$ cat src/rtl/clk_en_gen_m.sv
// Multi-channel fractional clock-enable generator: per channel, ce pulses num times every den stepped edges.
// Latency: ce/sq are registered; a config write or sync is applied at its sampling edge, stepping resumes on the next edge.
// Backpressure: none; cfg_we is a fire-and-forget strobe and run gates stepping globally.
module clk_en_gen_m #(
    parameter int NUM_CH  = 2,
    parameter int ACC_W   = 20,
    parameter int DEF_NUM = 1,
    parameter int DEF_DEN = 12,
    localparam int CH_W   = (NUM_CH > 1) ? $clog2(NUM_CH) : 1
) (
    input  logic              clk,
    input  logic              rst_n,
    input  logic              run,
    input  logic              sync,
    input  logic              cfg_we,
    input  logic [CH_W-1:0]   cfg_ch,
    input  logic [ACC_W-1:0]  cfg_num,
    input  logic [ACC_W-1:0]  cfg_den,
    output logic [NUM_CH-1:0] ce,
    output logic [NUM_CH-1:0] sq,
    output logic [NUM_CH-1:0] cfg_err
);

    // Per-channel ratio and phase state
    logic [ACC_W-1:0]  num_q [NUM_CH];
    logic [ACC_W-1:0]  num_d [NUM_CH];
    logic [ACC_W-1:0]  den_q [NUM_CH];
    logic [ACC_W-1:0]  den_d [NUM_CH];
    logic [ACC_W-1:0]  acc_q [NUM_CH];
    logic [ACC_W-1:0]  acc_d [NUM_CH];
    logic [NUM_CH-1:0] valid_q;
    logic [NUM_CH-1:0] valid_d;
    logic [NUM_CH-1:0] ce_q;
    logic [NUM_CH-1:0] ce_d;
    logic [NUM_CH-1:0] sq_q;
    logic [NUM_CH-1:0] sq_d;

    // Datapath helpers
    logic [ACC_W:0]    sum [NUM_CH];
    logic [NUM_CH-1:0] wrap;
    logic [NUM_CH-1:0] sel;
    logic              cfg_ok;

    // Decode the config strobe: addressed channel (out-of-range addresses match nothing) and ratio legality
    always_comb begin
        cfg_ok = (cfg_num != '0) && (cfg_num <= cfg_den);
        sel    = '0;
        for (int ch = 0; ch < NUM_CH; ch++) begin
            sel[ch] = cfg_we && (cfg_ch == CH_W'(ch));
        end
    end

    // Accumulate with one guard bit so acc + num never overflows before the wrap compare
    always_comb begin
        for (int ch = 0; ch < NUM_CH; ch++) begin
            sum[ch]  = {1'b0, acc_q[ch]} + {1'b0, num_q[ch]};
            wrap[ch] = (sum[ch] >= {1'b0, den_q[ch]});
        end
    end

    // Next state per channel, highest priority first: addressed config write, sync, step, hold
    always_comb begin
        num_d   = num_q;
        den_d   = den_q;
        acc_d   = acc_q;
        valid_d = valid_q;
        ce_d    = '0;
        sq_d    = sq_q;
        for (int ch = 0; ch < NUM_CH; ch++) begin
            if (sel[ch]) begin
                num_d[ch]   = cfg_num;
                den_d[ch]   = cfg_den;
                acc_d[ch]   = '0;
                valid_d[ch] = cfg_ok;
                sq_d[ch]    = 1'b0;
            end else if (sync) begin
                acc_d[ch] = '0;
                sq_d[ch]  = 1'b0;
            end else if (run && valid_q[ch]) begin
                if (wrap[ch]) begin
                    // acc < den and num <= den, so the wrapped value fits in ACC_W bits exactly
                    acc_d[ch] = acc_q[ch] + num_q[ch] - den_q[ch];
                    ce_d[ch]  = 1'b1;
                    sq_d[ch]  = ~sq_q[ch];
                end else begin
                    acc_d[ch] = sum[ch][ACC_W-1:0];
                end
            end
        end
    end

    // State registers; reset restores the legacy default ratio on every channel
    always_ff @(posedge clk or negedge rst_n) begin
        if (!rst_n) begin
            for (int ch = 0; ch < NUM_CH; ch++) begin
                num_q[ch] <= ACC_W'(DEF_NUM);
                den_q[ch] <= ACC_W'(DEF_DEN);
                acc_q[ch] <= '0;
            end
            valid_q <= '1;
            ce_q    <= '0;
            sq_q    <= '0;
        end else begin
            for (int ch = 0; ch < NUM_CH; ch++) begin
                num_q[ch] <= num_d[ch];
                den_q[ch] <= den_d[ch];
                acc_q[ch] <= acc_d[ch];
            end
            valid_q <= valid_d;
            ce_q    <= ce_d;
            sq_q    <= sq_d;
        end
    end

    // The error flag is simply the registered complement of the valid flag
    assign ce      = ce_q;
    assign sq      = sq_q;
    assign cfg_err = ~valid_q;

endmodule

$ cat config.mk
export PLATFORM = sky130hd
export DESIGN_NAME = clk_en_gen_m
export DESIGN_NICKNAME = d
export VERILOG_FILES = /design/src/rtl/clk_en_gen_m.sv
export SDC_FILE = /design/constraint.sdc
export NUM_CORES = 1
export LEC_CHECK = 0
export ABC_AREA = 1
export BUFFER_PORTS_ARGS = -buffer_cell sky130_fd_sc_hd__buf_2
export CORE_MARGIN = 1
export CORE_UTILIZATION = 30
export CTS_BUF_LIST = sky130_fd_sc_hd__clkbuf_8
export CTS_CLUSTER_DIAMETER = 40
export DETAILED_ROUTE_END_ITERATION = 12
export PLACE_DENSITY = 0.47
export RECOVER_POWER = 100
export SLEW_MARGIN = 0
export SYNTH_ARGS = -nofsm -noshare
export SYNTH_HDL_FRONTEND = slang
export SYNTH_SLANG_ARGS = --single-unit
$ cat constraint.sdc
create_clock -name clk -period 7.2 [get_ports clk]
set_input_delay 0.72 -clock clk [delete_from_list [all_inputs] [get_ports clk]]
set_output_delay 0.72 -clock clk [all_outputs]
set_load 0.02 [all_outputs]
==> summary.txt, run 1 <==
Run status
  • Status: finished with violations
  • Violated checks: capacitance limit, slew limit

Finish
  • Syn-to-layout area delta: 9.20%
  • # diodes: 0
  • Share of cells above drive strength 1: ~7.4%
  • Final Core Density: 33.2%
  • # nets final: between 2000 and 2500

STA
  • Max-slew headroom: -177%
  • Slew Limit Fails: between 200 and 250
  • TNS Setup: 0 ns
  • Fin. Hold Viols: 0
  • Worst Skew: around 0.023 ns
  • Min Clock Period, post-route: about 5 ns
  • Period utilization: 67.8%
  • Final setup viols: 0
  • Tightest Pin Transition: 4.16 ns
  • RSZ-0062 raised after global routing: false
  • Fmax: approximately 0.2 GHz

Yosys
  • Synth unique cells: 40
  • Synth top area share: 23.2%
  • EDFF count, synth: 0
  • Asr flop ratio synth: 100%
  • Ys flop type: dfrtp_1
  • Post-Synthesis Cells: 1802
  • List of most frequent post-synthesis cells: nand2_1, inv_1, ha_1
  • Post-synth net total: between 2000 and 2500
  • Ranking of synthesized cells by area: dfrtp_1, ha_1, nand2_1
  • Yosys warning total: 0
  • Proportion of synthesized chip area in sequential cells: between 20 and 25%
  • #FFs+latches synth: 126
  • Synthesized cell area: approximately 13000 um2
  • Syn avg cell area: 7.07 um2
  • Post-synth top area cell: dfrtp_1
  • Top-count cell post-synth: nand2_1

Floorplanning
  • Initial core utilization: 30.4%
  • Rows: 75
  • Die height: 208 um
  • Ports: 52
  • Core box area: 41900 um2
  • Die width: 208 um
  • DIE AREA: 43300 um2

Worst setup path
  • Reg2Reg Depth: 24
  • CP arrival: 5.26 ns
  • CP Class: primary input to flop
  • R2R setup slack: 2.64 ns
  • Crit start category: primary input
  • Crit Path Max Fanout: 59
  • Critical Path RT: approximately 7.6 ns
  • Crit path from: cfg_ch
  • Crit. End Element: flop
  • R2R Path End: acc_q[23]
  • Reg2reg start: acc_q[20]

Hold path
  • Hold Crit Class: flop to flop
  • Worst Hold Depth: 2
  • Hold EP: num_q[0]
  • Min-delay src: num_q[0]

Clocking
  • Root Buffer: clkbuf_8
  • Clock tree sinks: between 100 and 150
  • CTS tree: yes
  • CTS max path bufs: 2
  • CTS resizes: 0
  • Clock transition at path regs: 0.09 ns
  • Post-cts hold buffer count: 0
  • Htree depth: 4
  • Post-CTS Setup Inserts: 0
  • Clock latency on the worst-skew pair: 0.45 ns
  • Total CTS buffers: 17

Drt
  • Routed WL: ~44000 um
  • Antenna Nets Post-Route: 0
  • Wire length per cell: 18.4 um
  • Initial drt markers: 830
  • First-pass detailed-route iteration total: 5
  • Via density per instance: 4.96
  • Remaining DRCs: 0
  • Vias: 11859

GRT
  • Gr usage total: 20.8%
  • Initial antenna violation count: 0
  • First-pass GRT wire length: 69600 um
  • Gr ovfl total: 0
  • Vias in the first global route: between 10000 and 15000
  • Largest net degree at the start of global routing: 79

Flow run
  • Max-Cap Viols: 3

Pwr
  • Worst vdd ir: between 0.1 and 0.15 mV
  • Power density over the cells: 327 nW/um2
  • Total chip power: 4.56 mW
  • Static leakage: 7.60 nW

Placed design
  • DPL Wire Length: 36000 um
  • PortBufs: 51
  • GPL Wtd Cong: 0.931
[through the flow]
step | setup WS [ns] | cells | hold slack (ns) | area (um2)
after global routing | 1.83 | 2389 | 0.489 | 13900
after CTS | 3.21 | 2389 | 0.308 | 13900
after detailed placement | 3.25 | 2358 | 0.515 | 13500
after global placement | 3.29 | 2358 | 0.501 | 13500
final | 2.32 | 2389 | 0.523 | 13900
after floorplan | 4.20 | 1802 | 0.424 | 12700
[state kept, by name (all words and copies together), names as in the netlist]
signal / cells
valid_q: 2
ce: 2
acc_q: 40
sq: 2
num_q: 40
den_q: 40
[power breakdown]
part           internal, mW  total [mW]  switching, mW
clock network         0.362       0.698          0.336
registers             0.820       0.932          0.112
logic                 0.964        2.93           1.96
[placed cells by master (no fill, tap or decap), types with 4 or more instances in the layout]
| cell | count |
|---|---|
| nand2_2 | 6 |
| dfrtp_1 | 118 |
| nand3_2 | 23 |
| nand3b_1 | 7 |
| o21ai_0 | 122 |
| buf_2 | 43 |
| fa_1 | 40 |
| inv_1 | 348 |
| nand4_1 | 71 |
| a21oi_1 | 102 |
| nand3_1 | 128 |
| ha_1 | 140 |
| clkbuf_8 | 19 |
| a21oi_2 | 4 |
| clkbuf_1 | 10 |
| nor2_1 | 106 |
| buf_4 | 4 |
| o21bai_1 | 8 |
| dfstp_2 | 8 |
| clkinv_4 | 5 |
| nor3_1 | 13 |
| clkinvlp_4 | 4 |
| xnor2_1 | 22 |
| a21o_1 | 9 |
| xor2_1 | 35 |
| nand2_1 | 424 |
[worst max-delay path, stage by stage]
cell and delay [ns]:
clkbuf_1 0.12, nand2_2 0.08, clkbuf_1 1.62, inv_1 1.10, nor2_1 0.53, inv_1 0.12, nor2_2 0.09, buf_4 0.42
nand4_1 0.21, nand3_1 0.14
[kinds of logic after synthesis]
group | after synthesis | share of synthesized area (%)
and+or+nand+nor | 790 | 27.8
buffers and inverters | 389 | 12.0
AOI/OAI and AO/OA | 258 | 11.1
adders and majority gates | 180 | 20.0
DFF | 126 | 24.8
xor gates and xnor gates | 59 | 4.17
[final cells by class]
class	count	area (um2)
Timing Repair Buffer	57	283
Clock buffer	19	262
Inverter	349	1310
Sequential cell	126	3160
Tap cell	539	674
Clock inverter	12	164
Multi-Input combinational cell	1287	8060
Fill cell	4661	28000
[worst max path at each step]
stage / endpoint / slack, ns / depth (start not counted)
2_1_floorplan: acc_q[29] / 4.20 / 24
3_3_place_gp: acc_q[17] / 3.29 / 25
3_5_place_dp: sq[0] / 3.25 / 24
4_1_cts: sq[0] / 3.21 / 24
5_1_grt: acc_q[12] / 1.83 / 10
6_report: acc_q[14] / 2.32 / 10
[metal layers]
metal	vias to the layer above	GRT usage [%]	part of all wire (%)
met2	209	36.0	49
met3	38	2.34	3.1
met4	0	4.78	1.5
met1	5733	27.7	47
met5	-	0	0
li1	5879	-	-
No activity file was read; power rests on OpenSTA's default activity.
==> run 2, diff against run 1 <==
clock period = 4.6 ns   (was 7.2 ns; I/O delays follow)
==> summary.txt, run 2 (synthesized netlist as in run 1, its figures left out) <==
Finish
  • Syn-to-layout area delta: 9.24%
  • Share of cells above drive strength 1: 7.39%
  • Final std cells w/o fill: ~2400
  • Leading cell type in the layout, fill and taps excluded: nand2_1
  • # nets final: 2067
  • Commonest cells after routing, fill and taps aside: nand2_1, inv_1, ha_1, nand3_1, o21ai_0
  • # diodes: 0
  • Final Core Density: 33.2%
  • Design area: 13900 um2
  • Top flop regs: acc_q x40, den_q x40, num_q x40

Floorplanning
  • Initial core utilization: 30.4%
  • Core box area: 41900 um2
  • Ports: 52
  • Die width: between 200 and 250 um
  • Rows: 75
  • Die height: approximately 210 um
  • DIE AREA: 43300 um2

Placed design
  • DPL Wire Length: 35900 um
  • Cell Area, Placed: 13500 um2
  • GPL Wtd Cong: 0.965
  • Setup Slack @ Placement: between 0.8 and 0.9 ns
  • Dpl cells: 2361
  • PortBufs: 51

STA
  • Min Clock Period, post-route: 3.89 ns
  • Worst Skew: 0.0155 ns
  • Slew Limit Fails: 232
  • Fmax: ~0.26 GHz
  • WHS: about 0.25 ns
  • Final setup margin: just over 0.7 ns
  • Period utilization: 84.5%
  • Fin. Hold Viols: 0
  • RSZ-0062 raised after global routing: false
  • Max-slew headroom: -100%
  • Tightest Pin Transition: 3.00 ns
  • TNS Setup: 0 ns
  • Final setup viols: 0

Run status
  • Violated checks: capacitance limit, slew limit
  • Status: finished with violations

Worst setup path
  • Crit start category: flop
  • Critical Path RT: 5.00 ns
  • CP arrival: 4.28 ns
  • Crit Path Max Fanout: 14
  • Crit. End Element: flop
  • CP Class: flop to flop

Pwr
  • Sw power: 3.74 mW
  • Static leakage: about 7.6 nW
  • Total chip power: 7.11 mW
  • Internal: roughly 3.4 mW
  • Combinational fraction of design power: around 64%
  • Power density over the cells: 511 nW/um2
  • Worst vdd ir: between 0.15 and 0.2 mV
  • Clock Power Share: roughly 15%
  • Sequential power share: between 20% and 30%
  • Sw frac: 52.5%

Drt
  • Routed WL: 43400 um
  • Initial drt markers: 767
  • Via density per instance: between 4 and 5
  • Vias: about 12000
  • Remaining DRCs: 0
  • First-pass detailed-route iteration total: 5
  • Antenna Nets Post-Route: 0
  • Wire length per cell: 18.1 um

GRT
  • Initial antenna violation count: 0
  • Met3 usage: 2.43%
  • Met1 Usage GRT: 27.0%
  • Vias in the first global route: 12015
  • Gr usage total: 20.6%
  • Gr busiest metal: met2
  • Global Route met2 Usage: 35.0%
  • Gr ovfl total: 0
  • Largest net degree at the start of global routing: 94
  • First-pass GRT wire length: just under 70000 um

Clocking
  • Clock transition at path regs: 0.08 ns
  • Total CTS buffers: 17
  • Clock latency on the worst-skew pair: 0.47 ns
  • Htree depth: 4
  • CTS resizes: 0
  • Post-cts hold buffer count: 0
  • Root Buffer: clkbuf_8
  • Post-CTS Setup Inserts: 0
  • CTS tree: yes
  • CTS max path bufs: 2
  • Clock tree sinks: 126

Hold path
  • Hold Crit Class: primary input to flop

Flow run
  • Max-Cap Viols: 3
[run 2: cell types whose count changed in the layout (fill, tap and decap cells not counted), sizes merged]
cell / previous run / this run
inv: 349 / 351
clkinvlp: 4 / 3
clkbuf: 29 / 30
buf: 47 / 49
[run 2: final timing paths]
kind                            start   endpoint  slack (ns)  cells after the start
hold / removal             cfg_den[3]  den_q[23]        0.25                      3
setup reg to reg            num_q[20]  acc_q[23]        0.71                     22
max in group asynchronous       rst_n  den_q[37]        1.82                      2
min in group asynchronous       rst_n   num_q[7]        0.77                      1
hold reg to reg              num_q[0]   num_q[0]        0.52                      2
setup / recovery            num_q[20]  acc_q[23]        0.71                     22
[run 2: metal layers]
metal / vias to the layer above / share of wire, % / wire length, um
met3: 59 / 3.2 / 1390
met4: 0 / 3.1 / 1340
met2: 231 / 48 / 20900
met1: 5558 / 46 / 19800
li1: 5891 / - / -
met5: - / 0 / 0
[run 2: critical path: stages, from the launching register on]
cell and delay, ns:
dfstp_1 0.58, ha_1 0.28, fa_1 0.27, nand3_1 0.09
nand2_1 0.15, nand3_1 0.09, nand2_1 0.13, nand2_1 0.07
nand2_1 0.11, xor2_1 0.26, ha_1 0.32, a21oi_1 0.16
nor2_1 0.06, nor2_1 0.09, nand2_1 0.06, nor2_1 0.09
nand2_1 0.07, nand2_1 0.05, nand2_1 0.05, nand2_1 0.26
buf_4 0.30, nand4_1 0.15, nand3_1 0.14
[run 2: power by group through the flow]
stage / Sequential, mW / Clock [mW] / Combinational, mW
global placement: 1.49 / 0 / 4.58
CTS: 1.47 / 1.11 / 4.59
global route: 1.49 / 1.15 / 5.18
finish: 1.47 / 1.08 / 4.56
floorplan: 1.42 / 0 / 3.34
detailed placement: 1.49 / 0 / 4.56
[run 2: final cells by class]
cell class	instances	area, um2
tap	539	674
multi-input combinational	1287	8050
clock buffer	19	262
timing repair buffer	60	304
clock inverter	13	163
inverter	349	1310
fill	4659	28000
sequential	126	3160
==> run 3, diff against run 2 <==
PLACE_DENSITY = 0.48   (was 0.47)
clock period = 3.18 ns   (was 4.6 ns; I/O delays follow)
==> summary.txt, run 3 (synthesized netlist as in run 1, its figures left out) <==
Hold path
  • Hold Crit Class: primary input to flop
  • Min-delay src: cfg_den[3]
  • Hold EP: den_q[23]
  • Worst Hold Depth: 3

Worst setup path
  • Reg2reg start: acc_q[20]
  • Critical Path RT: 3.58 ns
  • Crit Path Max Fanout: 6
  • R2R setup slack: -0.14 ns
  • CP arrival: 3.72 ns
  • Crit. End Element: flop
  • CP Class: flop to flop
  • R2R Path End: sq[0]
  • Crit path from: acc_q[20]
  • Slowest-stage cell, CP: dfrtp_1
  • Crit start category: flop
  • CP Cell Sequence: ha_4 > fa_2 > nand3_2 > nand2_4 > nand2_2 > o211ai_2 > buf_4 > xor2_2 > ha_1 > nand2_1 > inv_2 > nand3_2 > nor2_2 > nand2_1 > nand2_1 > nand2_1 > nand2_2 > nand2_2 > nand2_2 > nand2_4 > buf_12 > nand2_8 > nand2_4 > a21oi_2
  • Slowest stage delay, CP: 0.42 ns
  • Reg2Reg Depth: 24

Drt
  • Via density per instance: 4.86
  • Antenna Nets Post-Route: 0
  • Initial drt markers: 716
  • Remaining DRCs: 0
  • Routed WL: between 40000 and 50000 um
  • Vias: 12498
  • First-pass detailed-route iteration total: 7
  • Wire length per cell: 18.1 um

Floorplanning
  • Core box area: approximately 42000 um2
  • Ports: 52
  • DIE AREA: between 40000 and 50000 um2
  • Die width: 208 um
  • Die height: 208 um
  • Initial core utilization: 30.4%
  • Rows: 75

Finish
  • Fill count: 4470
  • # diodes: 0
  • Leading cell type in the layout, fill and taps excluded: nand2_1
  • Final Core Density: 39.0%
  • Share of cells above drive strength 1: 22.5%
  • Commonest cells after routing, fill and taps aside: nand2_1, inv_1, buf_4, o21ai_0, dfrtp_1
  • Top flop regs: acc_q x40, den_q x40, num_q x40
  • Final std cells w/o fill: about 2600
  • # nets final: 2246
  • Syn-to-layout area delta: 28.4%

Pwr
  • Static leakage: 8.66 nW
  • Worst vdd ir: 0.409 mV
  • Power density over the cells: 760 nW/um2

STA
  • Fmax: 0.301 GHz
  • Period utilization: 104%
  • Slew Limit Fails: around 130
  • Min Clock Period, post-route: roughly 3.3 ns
  • Final setup viols: 43
  • WHS: 0.109 ns
  • Tightest Pin Transition: about 2.1 ns
  • Fin. Hold Viols: 0
  • Worst Skew: 0.0227 ns
  • Final setup margin: -0.142 ns
  • RSZ-0062 raised after global routing: true
  • Max-slew headroom: -42.6%

Run status
  • Violated checks: capacitance limit, slew limit, setup timing
  • Status: finished with violations

GRT
  • Vias in the first global route: approximately 13000
  • Gr ovfl total: 0
  • Largest net degree at the start of global routing: 78
  • Initial antenna violation count: 0
  • Gr usage total: a little over a fifth
  • First-pass GRT wire length: between 70000 and 80000 um

Clocking
  • Clock transition at path regs: approximately 0.1 ns
  • Htree depth: 4
  • Root Buffer: clkbuf_8
  • Clock latency on the worst-skew pair: 0.47 ns
  • CTS max path bufs: 2
  • CTS tree: yes
  • Total CTS buffers: 17
  • Clock tree sinks: 126

Placed design
  • Dpl cells: roughly 2500
  • GPL Wtd Cong: just under 0.9
  • PortBufs: approximately 50
  • DPL Wire Length: ~37000 um

Flow run
  • Max-Cap Viols: 2
[run 3: layout make-up]
cell class | instances | area (um2) | share of cell area [%]
well taps | 539 | 674 | 4.12
inverters | 349 | 1310 | 8.00
repair buffers | 234 | 1700 | 10.4
clock buffers | 19 | 262 | 1.60
multi-input cells | 1292 | 9090 | 55.5
flip-flops and latches | 126 | 3170 | 19.3
clock inverters | 13 | 164 | 1.00
[run 3: what timing repair did]
| action | CTS | global route |
|---|---|---|
| buffers inserted | 17 | 8 |
| hold endpoints to repair | 56 | 0 |
| hold buffers | 1 | 0 |
| resized for setup | 81 | 114 |
| setup endpoints to repair | 44 | 44 |
| pin swaps | 41 | 59 |
| gates cloned | 5 | 2 |
[run 3: how the worst max path moves through the flow]
stage | to | slack [ns] | depth (start not counted)
floorplan | acc_q[29] | 0.18 | 24
global placement | sq[0] | -0.27 | 23
detailed placement | sq[0] | -0.32 | 23
CTS | sq[0] | -0.11 | 22
global route | sq[0] | -0.29 | 24
finish | sq[0] | -0.14 | 24
[run 3: through the flow]
step	power (mW)	setup TNS (ns)	setup slack, ns	area (um2)
after floorplan	6.88	0	0.183	12700
after global placement	9.48	-9.47	-0.272	14700
after detailed placement	9.48	-9.85	-0.323	14700
after CTS	12.0	-2.25	-0.110	15800
after global routing	13.5	-13.35	-0.289	16400
final	12.4	-3.47	-0.142	16400
[run 3: metal layers]
metal,GRT usage (%),up-vias,part of all wire (%)
met2,39.7,209,51
met3,2.35,51,2.7
met5,0,-,0
met4,6.05,0,2.3
met1,27.6,5995,44
li1,-,6243,-
[run 3: where the power goes]
part / internal, mW / total (mW) / switching (mW)
Sequential: 1.86 / 2.14 / 0.287
Clock: 0.820 / 1.58 / 0.765
Combinational: 3.48 / 8.71 / 5.23
Total: 6.16 / 12.4 / 6.28
[run 3: worst max-delay path: cells and delay by family, from the launching register on]
family / cells / cell delay (ns)
AND/OR/NAND/NOR: 15 / 1.15
adder cells (fa/ha/maj): 3 / 0.85
flip-flops: 1 / 0.42
buffers and inverters: 3 / 0.41
AO/OA/AOI/OAI: 2 / 0.26
XOR/XNOR: 1 / 0.15
